--- src/rtl/bram_row_fetch.sv ---
// Fetches one 512-bit bitmap row as 16 sequential 32-bit BRAM reads over a
// trig/done handshake, then presents it MSB-word-first with a one-cycle valid pulse.
module bram_row_fetch #(
  parameter int unsigned TIMEOUT_CYC = 32
) (
  input  logic         i_clk,
  input  logic         i_rstn,
  input  logic         i_start,
  input  logic [8:0]   i_row_idx,
  output logic         o_busy,
  output logic [511:0] o_row_data,
  output logic         o_row_valid,
  output logic         o_err_timeout,
  output logic [12:0]  o_bram_addr,
  output logic         o_bram_trig,
  input  logic [31:0]  i_bram_data,
  input  logic         i_bram_done
);

  localparam logic [7:0] LP_TO_LAST = 8'(TIMEOUT_CYC - 1);

  typedef enum logic [1:0] {S_IDLE, S_REQ, S_GAP, S_DONE} state_t;

  state_t         r_state, w_state_nxt;
  logic [8:0]     r_row_q,     w_row_q_nxt;
  logic [3:0]     r_word_cnt,  w_word_cnt_nxt;
  logic [7:0]     r_to_cnt,    w_to_cnt_nxt;
  logic [511:0]   r_row_sr,    w_row_sr_nxt;
  logic [511:0]   r_row_data,  w_row_data_nxt;
  logic           r_busy,      w_busy_nxt;
  logic           r_valid,     w_valid_nxt;
  logic           r_err,       w_err_nxt;
  logic           r_trig,      w_trig_nxt;
  logic           w_to_hit;
  logic           w_last_word;

  assign w_to_hit    = (r_to_cnt == LP_TO_LAST);
  assign w_last_word = (r_word_cnt == 4'd15);

  always_ff @(posedge i_clk or negedge i_rstn) begin
    if (!i_rstn) r_state <= S_IDLE;
    else         r_state <= w_state_nxt;
  end

  always_comb begin
    w_state_nxt = S_IDLE;
    case (r_state)
      S_IDLE: w_state_nxt = i_start ? S_REQ : S_IDLE;
      S_REQ:  begin
        if (i_bram_done)   w_state_nxt = S_GAP;
        else if (w_to_hit) w_state_nxt = S_IDLE;
        else               w_state_nxt = S_REQ;
      end
      S_GAP:  w_state_nxt = w_last_word ? S_IDLE : S_REQ;
      default: w_state_nxt = S_IDLE;  // S_DONE is never entered
    endcase
  end

  // Next values for every registered output and datapath register.
  always_comb begin
    w_row_q_nxt    = r_row_q;
    w_word_cnt_nxt = r_word_cnt;
    w_to_cnt_nxt   = r_to_cnt;
    w_row_sr_nxt   = r_row_sr;
    w_row_data_nxt = r_row_data;
    w_busy_nxt     = r_busy;
    w_valid_nxt    = 1'b0;
    w_err_nxt      = r_err;
    w_trig_nxt     = r_trig;
    case (r_state)
      S_IDLE: begin
        if (i_start) begin
          w_row_q_nxt    = i_row_idx;
          w_word_cnt_nxt = 4'd0;
          w_to_cnt_nxt   = 8'd0;
          w_err_nxt      = 1'b0;
          w_busy_nxt     = 1'b1;
          w_trig_nxt     = 1'b1;
        end
      end
      S_REQ: begin
        if (i_bram_done) begin
          w_row_sr_nxt = {r_row_sr[479:0], i_bram_data};
          w_trig_nxt   = 1'b0;
        end else if (w_to_hit) begin
          w_trig_nxt = 1'b0;
          w_err_nxt  = 1'b1;
          w_busy_nxt = 1'b0;
        end else begin
          w_to_cnt_nxt = r_to_cnt + 8'd1;
        end
      end
      S_GAP: begin
        if (w_last_word) begin
          w_row_data_nxt = r_row_sr;
          w_valid_nxt    = 1'b1;
          w_busy_nxt     = 1'b0;
        end else begin
          w_word_cnt_nxt = r_word_cnt + 4'd1;
          w_to_cnt_nxt   = 8'd0;
          w_trig_nxt     = 1'b1;
        end
      end
      default: begin
        w_trig_nxt = 1'b0;
        w_busy_nxt = 1'b0;
      end
    endcase
  end

  always_ff @(posedge i_clk or negedge i_rstn) begin
    if (!i_rstn) begin
      r_row_q    <= '0;
      r_word_cnt <= '0;
      r_to_cnt   <= '0;
      r_row_sr   <= '0;
      r_row_data <= '0;
      r_busy     <= 1'b0;
      r_valid    <= 1'b0;
      r_err      <= 1'b0;
      r_trig     <= 1'b0;
    end else begin
      r_row_q    <= w_row_q_nxt;
      r_word_cnt <= w_word_cnt_nxt;
      r_to_cnt   <= w_to_cnt_nxt;
      r_row_sr   <= w_row_sr_nxt;
      r_row_data <= w_row_data_nxt;
      r_busy     <= w_busy_nxt;
      r_valid    <= w_valid_nxt;
      r_err      <= w_err_nxt;
      r_trig     <= w_trig_nxt;
    end
  end

  assign o_busy        = r_busy;
  assign o_row_data    = r_row_data;
  assign o_row_valid   = r_valid;
  assign o_err_timeout = r_err;
  assign o_bram_addr   = {r_row_q, r_word_cnt};
  assign o_bram_trig   = r_trig;

endmodule
--- config.mk ---
export PLATFORM = sky130hd
export DESIGN_NAME = bram_row_fetch
export DESIGN_NICKNAME = d
export VERILOG_FILES = /design/src/rtl/bram_row_fetch.sv
export SDC_FILE = /design/constraint.sdc
export NUM_CORES = 2
export LEC_CHECK = 0
export ABC_AREA = 1
export CORE_ASPECT_RATIO = 1.75
export CORE_MARGIN = 2
export CORE_UTILIZATION = 44
export CTS_CLUSTER_DIAMETER = 30
export DETAILED_ROUTE_END_ITERATION = 12
export PLACE_DENSITY = 0.67
export SLEW_MARGIN = 25
export SYNTH_ARGS = -nofsm -noshare
export SYNTH_HDL_FRONTEND = slang
export SYNTH_SLANG_ARGS = --single-unit
--- constraint.sdc ---
create_clock -name i_clk -period 2.2 [get_ports i_clk]
set_clock_uncertainty 0.1 [all_clocks]
set_input_delay 0.44 -clock i_clk [delete_from_list [all_inputs] [get_ports i_clk]]
set_output_delay 0.44 -clock i_clk [all_outputs]
set_load 0.02 [all_outputs]
==> results.json <==
{
  "required_ps": 2710,
  "cp.buffers_inverters": 4,
  "cp_top_family": "buffers and inverters",
  "grt_pass1_vias": 28600,
  "synth_cell_types": 18,
  "synth_top_area_frac": 0.674,
  "crit_path_max_incr_delay_ps": 400,
  "initial_core_util": 0.444,
  "die_h_um": 398,
  "antenna_cells": 0,
  "ys_top_cells_by_area": "dfrtp_1, o21ai_0, nand2_1, a21oi_1, inv_1",
  "wl_per_cell_um": 18.9,
  "drc": 0,
  "max_freq_mhz": 468,
  "drt_wl_total_um": 111000,
  "syn_area_um2": 39000,
  "detail-route-antenna-nets": 0,
  "die_w_um": 229,
  "yosys.area.top_type": "dfrtp_1",
  "ys_ff_latch": 1051,
  "start_kind": "flip-flop",
  "arrival_ps": 2650,
  "netlist_top_cells_count": "dfrtp_1, nand2_1, o21ai_0, inv_1, nor2_1",
  "peakVddDrop_v": 0.000737,
  "fin_crit_ps": 2130,
  "reg2regPathDepth": 9,
  "avgViaCountPerCell": 4.91,
  "crit_path_end_kind": "flip-flop",
  "drive_above_1_share": 0.0797,
  "r2r_end": "o_row_data[34]",
  "hold_ws_ps": 68.0,
  "fp-row-count": 144,
  "cts-root-buf": "clkbuf_16",
  "avgSynthCellArea_um2": 9.79,
  "rrSetupSlack_ps": 70,
  "cap_violations": 0,
  "synth_seq_area_share": 0.674,
  "setup_viol": 0,
  "tightest_slew_ps": 651,
  "cts_tree": "built",
  "synth_fp_nets": 4034,
  "ys_warn_count": 0,
  "post-route-period-util": 0.970,
  "crit_type": "reg -> reg",
  "fin_cells": 5876,
  "critPathMaxFanout": 12,
  "synthCells": 3987,
  "synth_most_common_cell": "dfrtp_1",
  "drt-initial-drc-count": 2136,
  "grt_max_degree": 113,
  "globalRouteOverflowTotal": 0,
  "fin_nets": 4645,
  "grt_usage": 0.239,
  "crit_path_top_delay_cell": "dfrtp_1",
  "path_clk_slew_ps": 60,
  "clockBufferDepth": 3,
  "crit_chain": "ha_4, nand3_4, nor3_4, buf_6, buf_12, clkbuf_16, buf_4, nor2_1, a21oi_1",
  "power_density_nw_per_um2": 1140,
  "io_pins": 574,
  "cts-htree-levels": 4,
  "hold_viol": 0,
  "hp-class": "in -> async",
  "p_leak_nw": 26.4,
  "reg2reg_from": "r_word_cnt[1]",
  "dp.cells": 5610,
  "via_count": 28900,
  "outcome": "finished clean",
  "numClockSinks": 1051,
  "area_growth_pct": 30.7,
  "maxSlewViolCount": 0,
  "cts_buffers": 133,
  "fill_cells": 7776,
  "antenna_found_initial": 0,
  "port_buffers": 573,
  "clock_latency_ps": 720,
  "finalWeightedCongestion": 0.874,
  "synth_edf_count": 0,
  "dieArea_um2": 91200,
  "fp.coreArea_um2": 87900,
  "grt_first_pass_wirelength_um": 166000,
  "async_reset_ff_frac": 1.00,
  "maxSlewHeadroom": 0.566,
  "place.detailed.hpwl_um": 78300,
  "firstDrtPassIters": 6,
  "synthFlopType": "dfrtp_1"
}
-- metrics by stage --
step / util / worst slack (ps) / area, um2 / setup TNS, ps / total power [mW]
global placement: 0.528 / 67.0 / 46500 / 0 / 35.9
finish: 0.580 / 65.2 / 51000 / 0 / 58.2
floorplan: - / 393 / 39000 / 0 / 31.5
CTS: 0.574 / 23.9 / 50500 / 0 / 58.8
detailed placement: 0.528 / 60.9 / 46500 / 0 / 36.2
global route: 0.580 / -61.8 / 51000 / -64.1 / 61.4
-- cell families (layout without fill, tap and decap cells) --
kind of cell | count (synthesis) | after routing | synth area share
AND/OR/NAND/NOR | 1143 | 1143 | 0.111
adder cells (fa/ha/maj) | 2 | 2 | 0.000641
XOR/XNOR | 1 | 1 | 0.000224
AO/OA/AOI/OAI | 1028 | 1028 | 0.132
buffers and inverters | 762 | 1483 | 0.0827
flip-flops | 1051 | 1051 | 0.674
-- sequential cells by signal (all words and copies together), names as in the netlist --
signal and cells:
o_bram_trig 1, o_busy 1, o_err_timeout 1, o_row_data 512, o_row_valid 1, r_row_q 9, r_row_sr 512, r_state 2
r_to_cnt 8, r_word_cnt 4
-- power by group --
part | switching, mW | internal, mW
Sequential | 2.43 | 23.4
Clock | 8.86 | 13.6
Combinational | 6.99 | 2.97
-- what timing repair did --
| action | in CTS | in global routing |
|---|---|---|
| setup endpoints to repair | 531 | 256 |
| cloned | 0 | 13 |
| pin swaps | 0 | 2 |
| hold endpoints to repair | 678 | 0 |
| hold buffers | 1 | 0 |
| gates resized for setup | 530 | 30 |
| buffers inserted | 0 | 7 |
-- cells in the final DEF (no fill, tap or decap), drive strengths merged --
cell type and n:
dfrtp 1051, nand2 635, o21ai 559, inv 558
dlygate4sd2 527, nor2 486, a21oi 469, clkbuf 175
buf 121, clkdlybuf4s50 43, clkinv 29, nand3 20
clkinvlp 15, bufinv 12, clkdlybuf4s15 2, nor3 2
ha 2, xor2 1, dlygate4sd3 1
-- metal layers --
metal	GRT usage	vias up	routed length, um
met3	0.0725	203	8370
li1	-	13700	-
met4	0.105	0	4910
met5	0	-	0
met1	0.283	14000	42800
met2	0.401	906	55300
-- layout make-up --
type / instances / area [um2] / area share
flip-flops and latches: 1051 / 26300 / 0.516
multi-input cells: 2174 / 9550 / 0.187
repair buffers: 706 / 7050 / 0.138
clock buffers: 163 / 3700 / 0.0725
inverters: 532 / 2000 / 0.0392
well taps: 1168 / 1460 / 0.0287
clock inverters: 82 / 951 / 0.0186
-- how the worst max path moves through the flow --
stage	from	cells past startpoint	slack, ps	to
4_1_cts	r_word_cnt[0]	8	20	o_row_data[386]
5_1_grt	r_word_cnt[1]	9	-60	o_row_data[34]
3_3_place_gp	r_word_cnt[0]	8	70	o_row_data[423]
2_1_floorplan	r_word_cnt[1]	8	390	o_row_data[219]
6_report	r_word_cnt[1]	9	70	o_row_data[34]
3_5_place_dp	r_word_cnt[0]	8	60	o_row_data[178]
(Power assumes the default switching activity.)
